### src/rtl/led_matrix_scanner.sv
// Row-multiplexed ROWS x COLS common-anode LED matrix driver with a scan prescaler,
// inter-row blanking, selectable pin polarity and a frame buffer swapped at frame ends.
module led_matrix_scanner #(
  parameter int ROWS         = 3,
  parameter int COLS         = 3,
  parameter int DIV          = 1000,
  parameter int BLANK        = 16,
  parameter int ROW_ACT_HIGH = 1,
  parameter int COL_ACT_LOW  = 1
) (
  input  logic                   clk,
  input  logic                   rst_n,
  input  logic [ROWS*COLS-1:0]   pixels,
  input  logic                   pixels_valid,
  output logic                   pixels_ready,
  output logic [ROWS-1:0]        rows,
  output logic [COLS-1:0]        cols,
  output logic                   frame_start
);

  localparam int NPIX   = ROWS * COLS;
  localparam int TICK_W = (DIV > 1) ? $clog2(DIV) : 1;
  localparam int ROW_W  = (ROWS > 1) ? $clog2(ROWS) : 1;

  localparam logic [TICK_W-1:0] TICK_LAST  = TICK_W'(DIV - 1);
  localparam logic [TICK_W-1:0] TICK_BLANK = TICK_W'(BLANK);
  localparam logic [ROW_W-1:0]  ROW_LAST   = ROW_W'(ROWS - 1);
  // Idle pin levels; XOR with these turns "active/lit" masks into pin levels.
  localparam logic [ROWS-1:0] ROW_IDLE = (ROW_ACT_HIGH != 0) ? {ROWS{1'b0}} : {ROWS{1'b1}};
  localparam logic [COLS-1:0] COL_IDLE = (COL_ACT_LOW != 0) ? {COLS{1'b1}} : {COLS{1'b0}};

  generate
    if (ROWS < 1 || COLS < 1 || DIV < 2 || BLANK < 0 || BLANK >= DIV) begin : g_bad_params
      $error("led_matrix_scanner: illegal parameter combination");
    end
  endgenerate

  logic [TICK_W-1:0] tick_q, tick_d;
  logic [ROW_W-1:0]  row_q, row_d;
  logic [NPIX-1:0]   active_q, active_d;
  logic [NPIX-1:0]   pending_q, pending_d;
  logic              pending_full_q, pending_full_d;
  logic [ROWS-1:0]   rows_q, rows_d;
  logic [COLS-1:0]   cols_q, cols_d;
  logic              frame_start_q, frame_start_d;

  logic                       frame_end;
  logic [ROWS-1:0][COLS-1:0]  active_rows;
  logic [ROWS-1:0]            row_on;

  assign frame_end   = (tick_q == TICK_LAST) && (row_q == ROW_LAST);
  assign active_rows = active_q;

  always_ff @(posedge clk) begin
    if (!rst_n) begin
      tick_q         <= {TICK_W{1'b0}};
      row_q          <= {ROW_W{1'b0}};
      active_q       <= {NPIX{1'b0}};
      pending_q      <= {NPIX{1'b0}};
      pending_full_q <= 1'b0;
      rows_q         <= ROW_IDLE;
      cols_q         <= COL_IDLE;
      frame_start_q  <= 1'b0;
    end else begin
      tick_q         <= tick_d;
      row_q          <= row_d;
      active_q       <= active_d;
      pending_q      <= pending_d;
      pending_full_q <= pending_full_d;
      rows_q         <= rows_d;
      cols_q         <= cols_d;
      frame_start_q  <= frame_start_d;
    end
  end

  always_comb begin
    tick_d = tick_q;
    row_d  = row_q;
    if (tick_q == TICK_LAST) begin
      tick_d = {TICK_W{1'b0}};
      if (row_q == ROW_LAST) begin
        row_d = {ROW_W{1'b0}};
      end else begin
        row_d = row_q + 1'b1;
      end
    end else begin
      tick_d = tick_q + 1'b1;
    end
  end

  // The pending slot only fills when empty, so a load and an accept never coincide.
  always_comb begin
    active_d       = active_q;
    pending_d      = pending_q;
    pending_full_d = pending_full_q;
    frame_start_d  = frame_end;
    if (frame_end && pending_full_q) begin
      active_d       = pending_q;
      pending_full_d = 1'b0;
    end else if (pixels_valid && !pending_full_q) begin
      pending_d      = pixels;
      pending_full_d = 1'b1;
    end else begin
      pending_full_d = pending_full_q;
    end
  end

  always_comb begin
    row_on = {ROWS{1'b0}};
    for (int r = 0; r < ROWS; r++) begin
      row_on[r] = (row_q == ROW_W'(r));
    end
    if (tick_q < TICK_BLANK) begin
      rows_d = ROW_IDLE;
      cols_d = COL_IDLE;
    end else begin
      rows_d = row_on ^ ROW_IDLE;
      cols_d = active_rows[row_q] ^ COL_IDLE;
    end
  end

  assign pixels_ready = !pending_full_q;
  assign rows         = rows_q;
  assign cols         = cols_q;
  assign frame_start  = frame_start_q;

endmodule

### config.mk
export PLATFORM = sky130hd
export DESIGN_NAME = led_matrix_scanner
export DESIGN_NICKNAME = d
export VERILOG_FILES = /design/src/rtl/led_matrix_scanner.sv
export SDC_FILE = /design/constraint.sdc
export NUM_CORES = 1
export LEC_CHECK = 0
export ABC_AREA = 1
export ABC_CLOCK_PERIOD_IN_PS = 1900
export CORE_MARGIN = 2
export CORE_UTILIZATION = 57
export CTS_CLUSTER_DIAMETER = 50
export DETAILED_ROUTE_END_ITERATION = 7
export PLACE_DENSITY = 0.82
export SLEW_MARGIN = 10
export SYNTH_ARGS = -nofsm -noshare
export SYNTH_HDL_FRONTEND = slang
export SYNTH_SLANG_ARGS = --single-unit
### constraint.sdc
create_clock -name clk -period 1.9 [get_ports clk]
set_input_delay 0.38 -clock clk [delete_from_list [all_inputs] [get_ports clk]]
set_output_delay 0.38 -clock clk [all_outputs]
set_load 0.01 [all_outputs]
Word-level counts from Yosys, hierarchy flattened
Index checks and enable logic that the tools add are counted.
{ "word_totals": {"ramBits": 0, "elab_cells": 30, "romBits": 0, "reg_bits": 38, "out_inout_bits": 8, "latch_bits": 0, "mem_count": 0, "input_bits": 12} }
{ "classes": {"shifts": 0, "order_cmp": 2, "add_sub_neg": 2, "muxes": 3, "reduce_logical": 9, "n_mul": 0, "div_mod_pow": 0, "n_bitwise": 3, "eq_ne": 3} }
{ "ops": {"columns": ["op", "n"], "rows": [
  ["10-bit by 1-bit adder with 10-bit output (second input constant)", 1],
  ["10-bit equality test (second input constant)", 1],
  ["10-bit by 5-bit < comparator with 1-bit output (second input constant)", 1],
  ["3-bit binary-select mux with 2-bit select", 1],
  ["2-bit OR reduction", 3],
  ["1-bit logical AND", 3],
  ["2-bit by 3-bit < comparator with 1-bit output (second input constant)", 1],
  ["3-bit two-way mux", 1],
  ["3-bit inverter", 1],
  ["2-bit by 1-bit adder with 2-bit output (second input constant)", 1],
  ["2-bit by 1-bit equality test with 1-bit output (second input constant)", 1],
  ["2-bit equality test (second input constant)", 1],
  ["2-bit logical NOT", 1],
  ["2-bit two-way mux", 1],
  ["1-bit inverter", 2],
  ["2-bit AND reduction", 1],
  ["1-bit logical NOT", 1]
]} }

Logic depth before layout (Yosys ltp)
Gate-level depths: netlist of the first run.
{ "logic_depth": {"ltp_word": 5, "mapped_depth": 8, "mapped_depth_nobuf": 8} }

Worst setup path before layout of the first run
No wires, ideal clock.
{ "synth_timing": {"path_kind": "flip-flop to flip-flop", "from": "register tick_q[0]", "to": "register active_q[0]", "synth_period_minus_slack_ns": 1.317, "setup_slack_ns": 0.583, "required_ns": 1.836, "t_arrival_ns": 1.253, "n_path_buf": 0, "path_stages_with_launch": 8, "cell_sequence": "dfxtp_1 > ha_1 > nand2_1 > nor2_2 > nand3_4 > nor3_4 > nor2_1 > nor2_1"} }
{ "synth_between": {"elab_chain_len": 3} }
{ "synth_lines": {"columns": ["item", "line", "text"], "rows": [
  ["start: declaration", "38", "logic [TICK_W-1:0] tick_q, tick_d;"],
  ["start signal: assignment", "56", "tick_q <= {TICK_W{1'b0}};"],
  ["start signal: assignment", "65", "tick_q <= tick_d;"],
  ["10-bit equality test", "51", "assign frame_end = (tick_q == TICK_LAST) && (row_q == ROW_LAST);"],
  ["1-bit logical AND", "51", null],
  ["1-bit logical AND", "97", "if (frame_end && pending_full_q) begin"],
  ["end signal: assignment", "58", "active_q <= {NPIX{1'b0}};"],
  ["end signal: assignment", "67", "active_q <= active_d;"],
  ["end: declaration", "40", "logic [NPIX-1:0] active_q, active_d;"]
]} }
Every way passes these cells.
A chain may end at the register's enable or synchronous reset.

Final worst setup path of the first run
{ "layout_timing": {"from": "register pending_full_q", "to": "output port pixels_ready"} }
{ "layout_between": {"elab_chain_len": 1} }
{ "layout_lines": {"columns": ["item", "line", "text"], "rows": [
  ["start: declaration", "42", "logic pending_full_q, pending_full_d;"],
  ["start signal: assignment", "69", "pending_full_q <= pending_full_d;"],
  ["1-bit logical NOT", "122", "assign pixels_ready = !pending_full_q;"],
  ["end: declaration", "15", "output logic pixels_ready,"]
]} }
Every way passes these cells.

==> summary.txt, run 1 <==
status = finished, final reports clean
largest buffer count on any clock path = 2
slowest stage delay, CP = 560 ps
latest clock arrival within the worst-skew pair = 350 ps
CTS tree = done
CTS Buf Count = 5
crit path capture type = primary output
cell with the most instances after synthesis = nor2_1
die span in y = 55.22 microns
DR iter-0 viols = 29
max-cap viol count = 0
Synth area leader = dfxtp_1
simple-gate area share of the yosys netlist = 0.2753
Cell Chain, Critical Path = inv_1, clkdlybuf4s50_1
GP Congestion = 0.8194
Arr. time, crit path = 1360 ps
vias in the first global route = 1154
relative slew slack = 0.5962
Peak Freq = 575.5 MHz
hold_ws = 460.1 ps
Register-to-Register Path Depth = 7
WL/cell = 10.82 microns
area share of the largest cell type after synthesis = 0.5088
Final Core Density = 0.7283
Reg clk slew, reported paths = 110 ps
crit path launch type = register
Core Region = 2477 sq um
H-tree Lvls = 2
WL final = 2673 microns
Setup Crit Path Kind = register to primary output
Synth Area in XOR/XNOR = 0.02343
largest net degree at the start of global routing = 20
Starting Density = 0.6035
number of remaining DRC errors = 0
Crit path max-delay family = buffers and inverters
power per cell area = 801.8 nW/um^2
post-DR vias/cell = 5.109
post-synthesis cell type count = 21
max-slew violations = 0
Mean Syn Cell Area = 7.787 sq um
ys async rst share = 0
top post-synthesis cells by area = dfxtp_1 (51%), nor2_1 (11%), a21oi_1 (5.7%)
Synth Area in Adders = 0.008368
Seq/Total Area, Yosys = 0.5088
multiplexer share of the synthesized area = 0
LEAKAGE = 0.6816 nW
RR Endpoint = active_q[3]$_SDFFE_PN0P_
hold path cells = 1
setup bufs post-CTS = 0
hold_sp = tick_q[0]$_SDFF_PP0_
Ant. Diodes = 0
FF-to-FF Start = tick_q[0]$_SDFF_PP0_
most frequent cells after synthesis = nor2_1 (42), dfxtp_1 (38), inv_1 (19), nand2_1 (19), a21oi_1 (17)
clk root buf = clkbuf_4
Hold Buf Count CTS = 0
worst clock skew = 7.585 ps
PostCTS Resize Cnt = 0
Final min period = 1738 ps
Hold Path End = tick_q[0]$_SDFF_PP0_
GRT Total Usage = 0.1938
layout cell share with drive strength beyond 1 = 0.08756
Worst Path Max Fanout = 3
routed via count = 1262
hpwl dp = 1985 microns
unrepaired setup endpoints after global routing = no
CP Buf/Inv Count = 2
Tot Pwr = 1.447 mW
main combinational cell family by area after synthesis = simple AND/OR/NAND/NOR gates
Max VDD drop = 0.0008392 V
Worst Max-Slew Pin Slew = 599.3 ps
final hold vios = 0
Core Rows = 18
Routed Antenna Nets = 0
Horiz. Die Dim = 55.22 microns
Die ar. = 3049 sq um
Compound-Gate Fraction of Synth Area = 0.1188
Hold WC Path Type = register to register
Syn Nets = 205
R2R Setup Slk = 370 ps
# IOs = 20
top_reg_cell synth = dfxtp_1
initial antenna violation count = 0
Critical Path Slowest Stage Cell = clkdlybuf4s50_1
Pre-Repair DR Iteration Count = 4
Nets = 229
required time of the critical path = 1520 ps
clk sinks = 38
setup TNS = 0 ps
Post-synth EDFFs = 0
area grow syn2layout = 20.67%
synthesized area = 1495 sq um
IO buf count = 19
fin crit share = 0.9146
first-pass GRT wire length = 4712 microns
Cells after Synth = 192
grt total ovfl = 0
Syn. warnings = 0
final setup fails = 0
Seq cells post-synth = 38
layer usage:
metal / up-vias / part of all wire / global-route usage
met5: - / 0 / 0
met4: 0 / 0.014 / 0.1045
met3: 4 / 0.057 / 0.05152
met2: 37 / 0.47 / 0.3112
met1: 553 / 0.46 / 0.2361
li1: 668 / - / -
worst register-to-register path: cells and delay by family, from the launching register on:
family / cells / cell delay [ps]
adder cells (fa/ha/maj): 1 / 200
flip-flops: 1 / 370
AND/OR/NAND/NOR: 6 / 900
area by class of cell:
| type | count | area, sq um |
|---|---|---|
| timing repair buffer | 22 | 212.7 |
| inverter | 21 | 78.83 |
| fill | 209 | 673.1 |
| clock inverter | 3 | 40.04 |
| multi-input combinational | 128 | 636.9 |
| tap | 30 | 37.54 |
| clock buffer | 5 | 37.54 |
| sequential | 38 | 760.7 |
placed cells by master (no fill, tap or decap):
cell / n
nand3_1: 14
o31ai_1: 3
inv_2: 2
nor2_2: 1
ha_1: 1
bufinv_16: 1
nor3_4: 1
o21ai_0: 14
xor2_1: 3
a21oi_1: 17
xnor2_1: 1
clkbuf_4: 5
nor2_1: 42
buf_4: 3
inv_1: 19
clkinv_2: 2
dfxtp_1: 38
nand2_2: 1
clkdlybuf4s50_1: 19
nor3_1: 6
nand3_4: 1
nand2_1: 19
nand4_1: 1
nor2_4: 2
nor3b_1: 1
state kept, by name, summed over array words and instances, names as in the netlist:
register / flops
active_q: 9
cols: 3
frame_start: 1
pending_full_q: 1
pending_q: 9
row_q: 2
rows: 3
tick_q: 10
cells by family (layout without fill, tap and decap cells):
group,count (synthesis),in the layout
AO/OA/AOI/OAI,34,34
XOR/XNOR,4,4
adder cells (fa/ha/maj),1,1
buffers and inverters,26,51
AND/OR/NAND/NOR,89,89
flip-flops,38,38
stage by stage:
step                cell area, sq um  instances  setup slack, ps
detailed placement              1727        239            291.9
global route                    1804        247            94.04
global placement                1727        239            353.7
finish                          1804        247            162.3
CTS                             1804        247            143.3
floorplan                       1495        192            582.7
where the power goes:
part | switching, mW | internal (mW)
Combinational | 0.0469 | 0.0426
Clock | 0.259 | 0.272
Sequential | 0.00779 | 0.818
worst max-delay path by stage:
stage	cells past startpoint	start	slack (ps)	end
floorplan	7	tick_q[0]$_SDFF_PP0_	580	active_q[0]$_SDFFE_PN0P_
global placement	4	pixels_valid	350	pending_q[2]$_SDFFE_PN0P_
detailed placement	4	pixels_valid	290	pending_q[2]$_SDFFE_PN0P_
CTS	2	pending_full_q$_SDFFE_PP0P_	140	pixels_ready
global route	2	pending_full_q$_SDFFE_PP0P_	90	pixels_ready
finish	2	pending_full_q$_SDFFE_PP0P_	160	pixels_ready
No activity file was read; power rests on OpenSTA's default activity.
==> run 2, diff against run 1 <==
--- a/config.mk
+++ b/config.mk
@@ -7,11 +7,14 @@
 export LEC_CHECK = 0
 export ABC_AREA = 1
 export ABC_CLOCK_PERIOD_IN_PS = 1900
+export CELL_PAD_IN_SITES_DETAIL_PLACEMENT = 1
+export CELL_PAD_IN_SITES_GLOBAL_PLACEMENT = 2
 export CORE_MARGIN = 2
-export CORE_UTILIZATION = 57
+export CORE_UTILIZATION = 30
 export CTS_CLUSTER_DIAMETER = 50
 export DETAILED_ROUTE_END_ITERATION = 7
-export PLACE_DENSITY = 0.82
+export DONT_BUFFER_PORTS = 1
+export PLACE_DENSITY_LB_ADDON = 0.1
 export SLEW_MARGIN = 10
 export SYNTH_ARGS = -nofsm -noshare
 export SYNTH_HDL_FRONTEND = slang
==> summary.txt, run 2 (same netlist as run 1, synthesis figures left out) <==
status = finished, final reports clean
Arr. time, crit path = 1840 ps (+480 ps)
grt total ovfl = 0 (unchanged)
Reg power frac = 0.569 (-0.002)
Routed Antenna Nets = 0 (unchanged)
H-tree Lvls = 2 (unchanged)
final setup fails = 0 (unchanged)
PostCTS Resize Cnt = 0 (unchanged)
worst slack at placement = 263.8 ps (-28.05 ps)
largest buffer count on any clock path = 2 (unchanged)
CTS Buf Count = 5 (unchanged)
Pre-Repair DR Iteration Count = 4 (unchanged)
required time of the critical path = 2120 ps (+600 ps)
Starting Density = 0.3145 (-0.2891)
Worst Path Max Fanout = 11 (+8)
area grow syn2layout = 11.46%
routed via count = 1173 (-7.1%)
most frequent cells in the layout = nor2_1 (42), dfxtp_1 (38), inv_1 (19), nand2_1 (19), a21oi_1 (17)
register with the most flip-flops = tick_q
power per cell area = 869.9 nW/um^2 (+8.5%)
combinational power share = 0.041 (-0.021)
latest clock arrival within the worst-skew pair = 290 ps (-60 ps)
GP Congestion = 0.7619 (-7.0%)
Core Region = 4755 sq um (+92%)
setup bufs post-CTS = 0 (unchanged)
Final WS setup = 281.6 ps (+119.2 ps)
worst setup path start = row_q[1]$_SDFFE_PN0N_
NetSw = 0.3193 mW (+1.8%)
Peak Freq = 617.9 MHz (+7.4%)
vias in the first global route = 1144 (-0.87%)
LEAKAGE = 0.6047 nW (-11%)
post-DR vias/cell = 4.443 (-13%)
Final min period = 1618 ps (-119.2 ps)
crit path capture type = register
hold_sp = rst_n
die span in y = 74.60 microns (+35%)
Core Rows = 25 (+7)
most common cell after layout, fill and taps aside = nor2_1
Critical Path Slowest Stage Cell = dfxtp_1
fin crit share = 0.8518 (-0.06275)
# IOs = 20 (unchanged)
Hold Buf Count CTS = 0 (unchanged)
WL/cell = 11.99 microns (+11%)
Max VDD drop = 0.0003746 V (-55%)
initial antenna violation count = 0 (unchanged)
clk root buf = clkbuf_8
Crit path max-delay family = simple AND/OR/NAND/NOR gates
Horiz. Die Dim = 74.60 microns (+35%)
relative slew slack = 0.6973 (+0.1010)
setup TNS = 0 ps (unchanged)
Die ar. = 5564 sq um (+83%)
IO buf count = 0 (-19)
Tot Pwr = 1.450 mW (+0.21%)
first-pass GRT wire length = 5395 microns (+14%)
FF-to-FF Start = row_q[1]$_SDFFE_PN0N_
clock share of power = 0.390 (+0.023)
CTS tree = done
max-cap viol count = 0 (unchanged)
largest net degree at the start of global routing = 25 (+25%)
GRT Total Usage = 0.1313 (-0.06249)
Ant. Diodes = 0 (unchanged)
Cell Chain, Critical Path = inv_1, nor2_1, inv_2, nor3_4, nor2_1, nor2_1
Worst Max-Slew Pin Slew = 450.6 ps (-148.7 ps)
unrepaired setup endpoints after global routing = no
worst clock skew = 8.339 ps (+0.7535 ps)
Internal Power = 1.130 mW (-0.22%)
Top Registers = tick_q (10), active_q (9), pending_q (9)
Setup Crit Path Kind = register to register
Reg clk slew, reported paths = 80 ps (-30 ps)
switching part of the total power = 0.2202 (+0.003351)
slowest stage delay, CP = 510 ps (-50 ps)
FILL cells = 593 (+180%)
final hold vios = 0 (unchanged)
crit path launch type = register
max-slew violations = 0 (unchanged)
Nets = 209 (-8.7%)
WL final = 3166 microns (+18%)
Hold WC Path Type = input port to register
number of remaining DRC errors = 0 (unchanged)
Critical Path Most Common Cell = nor2_1
clk sinks = 38 (unchanged)
layout cell share with drive strength beyond 1 = 0.08629 (-0.001263)
CP Buf/Inv Count = 2 (unchanged)
DR iter-0 viols = 34 (+17%)
flip-flop count of the largest register after layout = 10 (unchanged)
hpwl dp = 2410 microns (+21%)
## run 2: cell type report
class                      count  area, sq um  area share
sequential                    38        760.7      0.4565
multi-input combinational    128        636.9      0.3821
clock buffer                   7        86.33     0.05180
tap                           67        83.83     0.05030
inverter                      21        78.83     0.04730
timing repair buffer           2        15.01    0.009009
clock inverter                 1        5.005    0.003003
## run 2: final timing paths
check	to	depth (start not counted)	slack (ps)
max reg2reg	active_q[3]$_SDFFE_PN0P_	6	280
min	active_q[8]$_SDFFE_PN0P_	2	210
min reg2reg	pending_q[3]$_SDFFE_PN0P_	2	450
max	active_q[3]$_SDFFE_PN0P_	6	280
## run 2: power by group through the flow
stage | clock, mW | combinational, mW | sequential, mW
floorplan | 0 | 0.0514 | 0.842
global placement | 0 | 0.0584 | 0.843
detailed placement | 0 | 0.0607 | 0.844
CTS | 0.592 | 0.0609 | 0.825
global route | 0.638 | 0.0689 | 0.828
finish | 0.565 | 0.0589 | 0.825
## run 2: layer usage
layer,GRT usage,wire length (microns),up-vias
met5,0,0,-
met4,0.05952,44,0
met3,0.04878,147,4
met2,0.1799,1287,23
met1,0.1822,1687,522
li1,-,-,624
## run 2: stage by stage
step                hold slack [ps]    util  cells  cell area [sq um]
floorplan                     417.9       -    192               1495
global placement              429.1  0.3313    256               1575
detailed placement            443.5  0.3313    256               1575
CTS                           195.5  0.3505    264               1667
global route                  198.6  0.3505    264               1667
finish                        205.2  0.3505    264               1667
==> run 3, diff against run 2 <==
--- a/config.mk
+++ b/config.mk
@@ -6,7 +6,7 @@
 export NUM_CORES = 1
 export LEC_CHECK = 0
 export ABC_AREA = 1
-export ABC_CLOCK_PERIOD_IN_PS = 1900
+export ABC_CLOCK_PERIOD_IN_PS = 1750
 export CELL_PAD_IN_SITES_DETAIL_PLACEMENT = 1
 export CELL_PAD_IN_SITES_GLOBAL_PLACEMENT = 2
 export CORE_MARGIN = 2
==> constraint.sdc (replaced) <==
create_clock -name clk -period 1.75 [get_ports clk]
set_input_delay 0.35 -clock clk [delete_from_list [all_inputs] [get_ports clk]]
set_output_delay 0.35 -clock clk [all_outputs]
set_load 0.01 [all_outputs]
==> summary.txt, run 3 (same netlist as run 1, synthesis figures left out) <==
final hold vios = 0 (unchanged)
CTS tree = done
Starting Density = 0.3145 (unchanged)
first-pass GRT wire length = 5457 microns (+1.1%)
final setup fails = 0 (unchanged)
Core Region = 4755 sq um (unchanged)
crit path launch type = register
Final min period = 1502 ps (-116.9 ps)
CTS Buf Count = 5 (unchanged)
GRT Total Usage = 0.1302 (-0.001045)
routed via count = 1199 (+2.2%)
Core Rows = 25 (unchanged)
Setup Crit Path Kind = register to register
LEAKAGE = 0.6199 nW (+2.5%)
combinational power share = 0.038 (-0.003)
flip-flop count of the largest register after layout = 10 (unchanged)
PostCTS Resize Cnt = 0 (unchanged)
unrepaired setup endpoints after global routing = no
NetSw = 0.3641 mW (+14%)
largest net degree at the start of global routing = 25 (unchanged)
post-DR vias/cell = 4.525 (+1.8%)
grt total ovfl = 0 (unchanged)
R2R Setup Slk = 250 ps (-30 ps)
register area = 760.7 sq um (unchanged)
vias in the first global route = 1172 (+2.4%)
Hold Buf Count CTS = 0 (unchanged)
Internal Power = 1.329 mW (+18%)
Critical Path Slowest Stage Cell = dfxtp_1
Reg clk slew, reported paths = 80 ps (about the same)
power per cell area = 1001 nW/um^2 (+15%)
# IOs = 20 (unchanged)
H-tree Lvls = 2 (unchanged)
register with the most flip-flops = tick_q
multi-input logic area = 636.9 sq um (unchanged)
Critical Path Most Common Cell = nor2_1
met1 Track Usage GR = 0.1841 (+0.001952)
crit path capture type = register
max-slew violations = 0 (unchanged)
required time of the critical path = 1980 ps (-140 ps)
clk sinks = 38 (unchanged)
FILL cells = 591 (-0.34%)
WL/cell = 11.78 microns (-1.7%)
Horiz. Die Dim = 74.60 microns (unchanged)
die span in y = 74.60 microns (unchanged)
Ant. Diodes = 0 (unchanged)
worst clock skew = 6.950 ps (-1.388 ps)
Reg power frac = 0.529 (-0.040)
area grow syn2layout = 13.14%
setup TNS = 0 ps (unchanged)
number of remaining DRC errors = 0 (unchanged)
Final WS setup = 248.5 ps (-33.10 ps)
Top Registers = tick_q (10), active_q (9), pending_q (9)
Cell Chain, Critical Path = ha_1, nand2_1, nor2_2, nand3_4, nor3_4, nor2_1, nor2_1
status = finished, final reports clean
GP Congestion = 0.8149 (+7.0%)
setup bufs post-CTS = 0 (unchanged)
relative slew slack = 0.6902 (-0.007067)
WL final = 3123 microns (-1.4%)
clock share of power = 0.433 (+0.043)
Nets = 210 (+0.48%)
latest clock arrival within the worst-skew pair = 290 ps (about the same)
largest buffer count on any clock path = 2 (unchanged)
switching part of the total power = 0.2151 (-0.005162)
Hold WC Path Type = input port to register
hpwl dp = 2367 microns (-1.8%)
initial antenna violation count = 0 (unchanged)
most common cell after layout, fill and taps aside = nor2_1
max-cap viol count = 0 (unchanged)
most frequent cells in the layout = nor2_1 (42), dfxtp_1 (38), inv_1 (19), nand2_1 (19), a21oi_1 (17)
gr busiest metal = met1
worst slack at placement = 226.5 ps (-37.38 ps)
M2 GR Usage = 0.1790 (-0.0009833)
Worst Max-Slew Pin Slew = 461.1 ps (+10.52 ps)
Max VDD drop = 0.0004041 V (+7.9%)
layout cell share with drive strength beyond 1 = 0.09596 (+0.009665)
Arr. time, crit path = 1730 ps (-110 ps)
Pre-Repair DR Iteration Count = 4 (unchanged)
Routed Antenna Nets = 0 (unchanged)
clk root buf = clkbuf_8
Worst Path Max Fanout = 10 (-1)
Peak Freq = 666.0 MHz (+7.8%)
DR iter-0 viols = 38 (+12%)
IO buf count = 0 (unchanged)
slowest stage delay, CP = 360 ps (-150 ps)
Die ar. = 5564 sq um (unchanged)
fin crit share = 0.8580 (+0.006210)
global routing met3 resource utilization = 0.04607 (-0.002710)
[run 3: cell count changes in the layout (fill, tap and decap cells not counted), sizes merged]
cell | previous run | this run
buf | 2 | 3
bufinv | 0 | 1
clkbuf | 7 | 5
clkinv | 1 | 2
[run 3: worst max-delay path, delay by kind of cell (launching register included)]
family	cells	cell delay, ps
adder cells (fa/ha/maj)	1	200
flip-flops	1	360
AND/OR/NAND/NOR	6	890
[run 3: final cells by class]
cell class              count  share of cell area
flip-flops and latches     38              0.4497
multi-input cells         128              0.3765
well taps                  67             0.04956
inverters                  21             0.04660
clock buffers               5             0.04068
clock inverters             3             0.02367
repair buffers              3             0.01331
[run 3: per-layer routing]
layer,share of wire,up-vias
li1,-,629
met1,0.53,541
met2,0.41,24
met3,0.042,5
met4,0.019,0
met5,0,-
[run 3: path summary, 6_finish.rpt]
path | cells past startpoint | to | start
worst max-delay path | 7 | active_q[7]$_SDFFE_PN0P_ | tick_q[0]$_SDFF_PP0_
worst min-delay path | 2 | active_q[8]$_SDFFE_PN0P_ | rst_n
worst max register to register | 7 | active_q[7]$_SDFFE_PN0P_ | tick_q[0]$_SDFF_PP0_
worst min register to register | 2 | pending_q[3]$_SDFFE_PN0P_ | pending_q[3]$_SDFFE_PN0P_
[run 3: power by group through the flow]
| stage | sequential, mW | combinational (mW) | clock (mW) |
|---|---|---|---|
| floorplan | 0.914 | 0.0558 | 0 |
| global placement | 0.915 | 0.0648 | 0 |
| detailed placement | 0.917 | 0.0662 | 0 |
| CTS | 0.896 | 0.0663 | 0.758 |
| global route | 0.899 | 0.0771 | 0.799 |
| finish | 0.896 | 0.0642 | 0.733 |
[run 3: stage by stage]
stage | utilization | total power, mW | hold slack [ps] | instance area, sq um | cells
floorplan | - | 0.9702 | 417.9 | 1495 | 192
global placement | 0.3329 | 0.9802 | 432.2 | 1583 | 257
detailed placement | 0.3329 | 0.9828 | 447.2 | 1583 | 257
CTS | 0.3558 | 1.720 | 167.3 | 1692 | 265
global route | 0.3558 | 1.775 | 173.2 | 1692 | 265
finish | 0.3558 | 1.693 | 176.9 | 1692 | 265
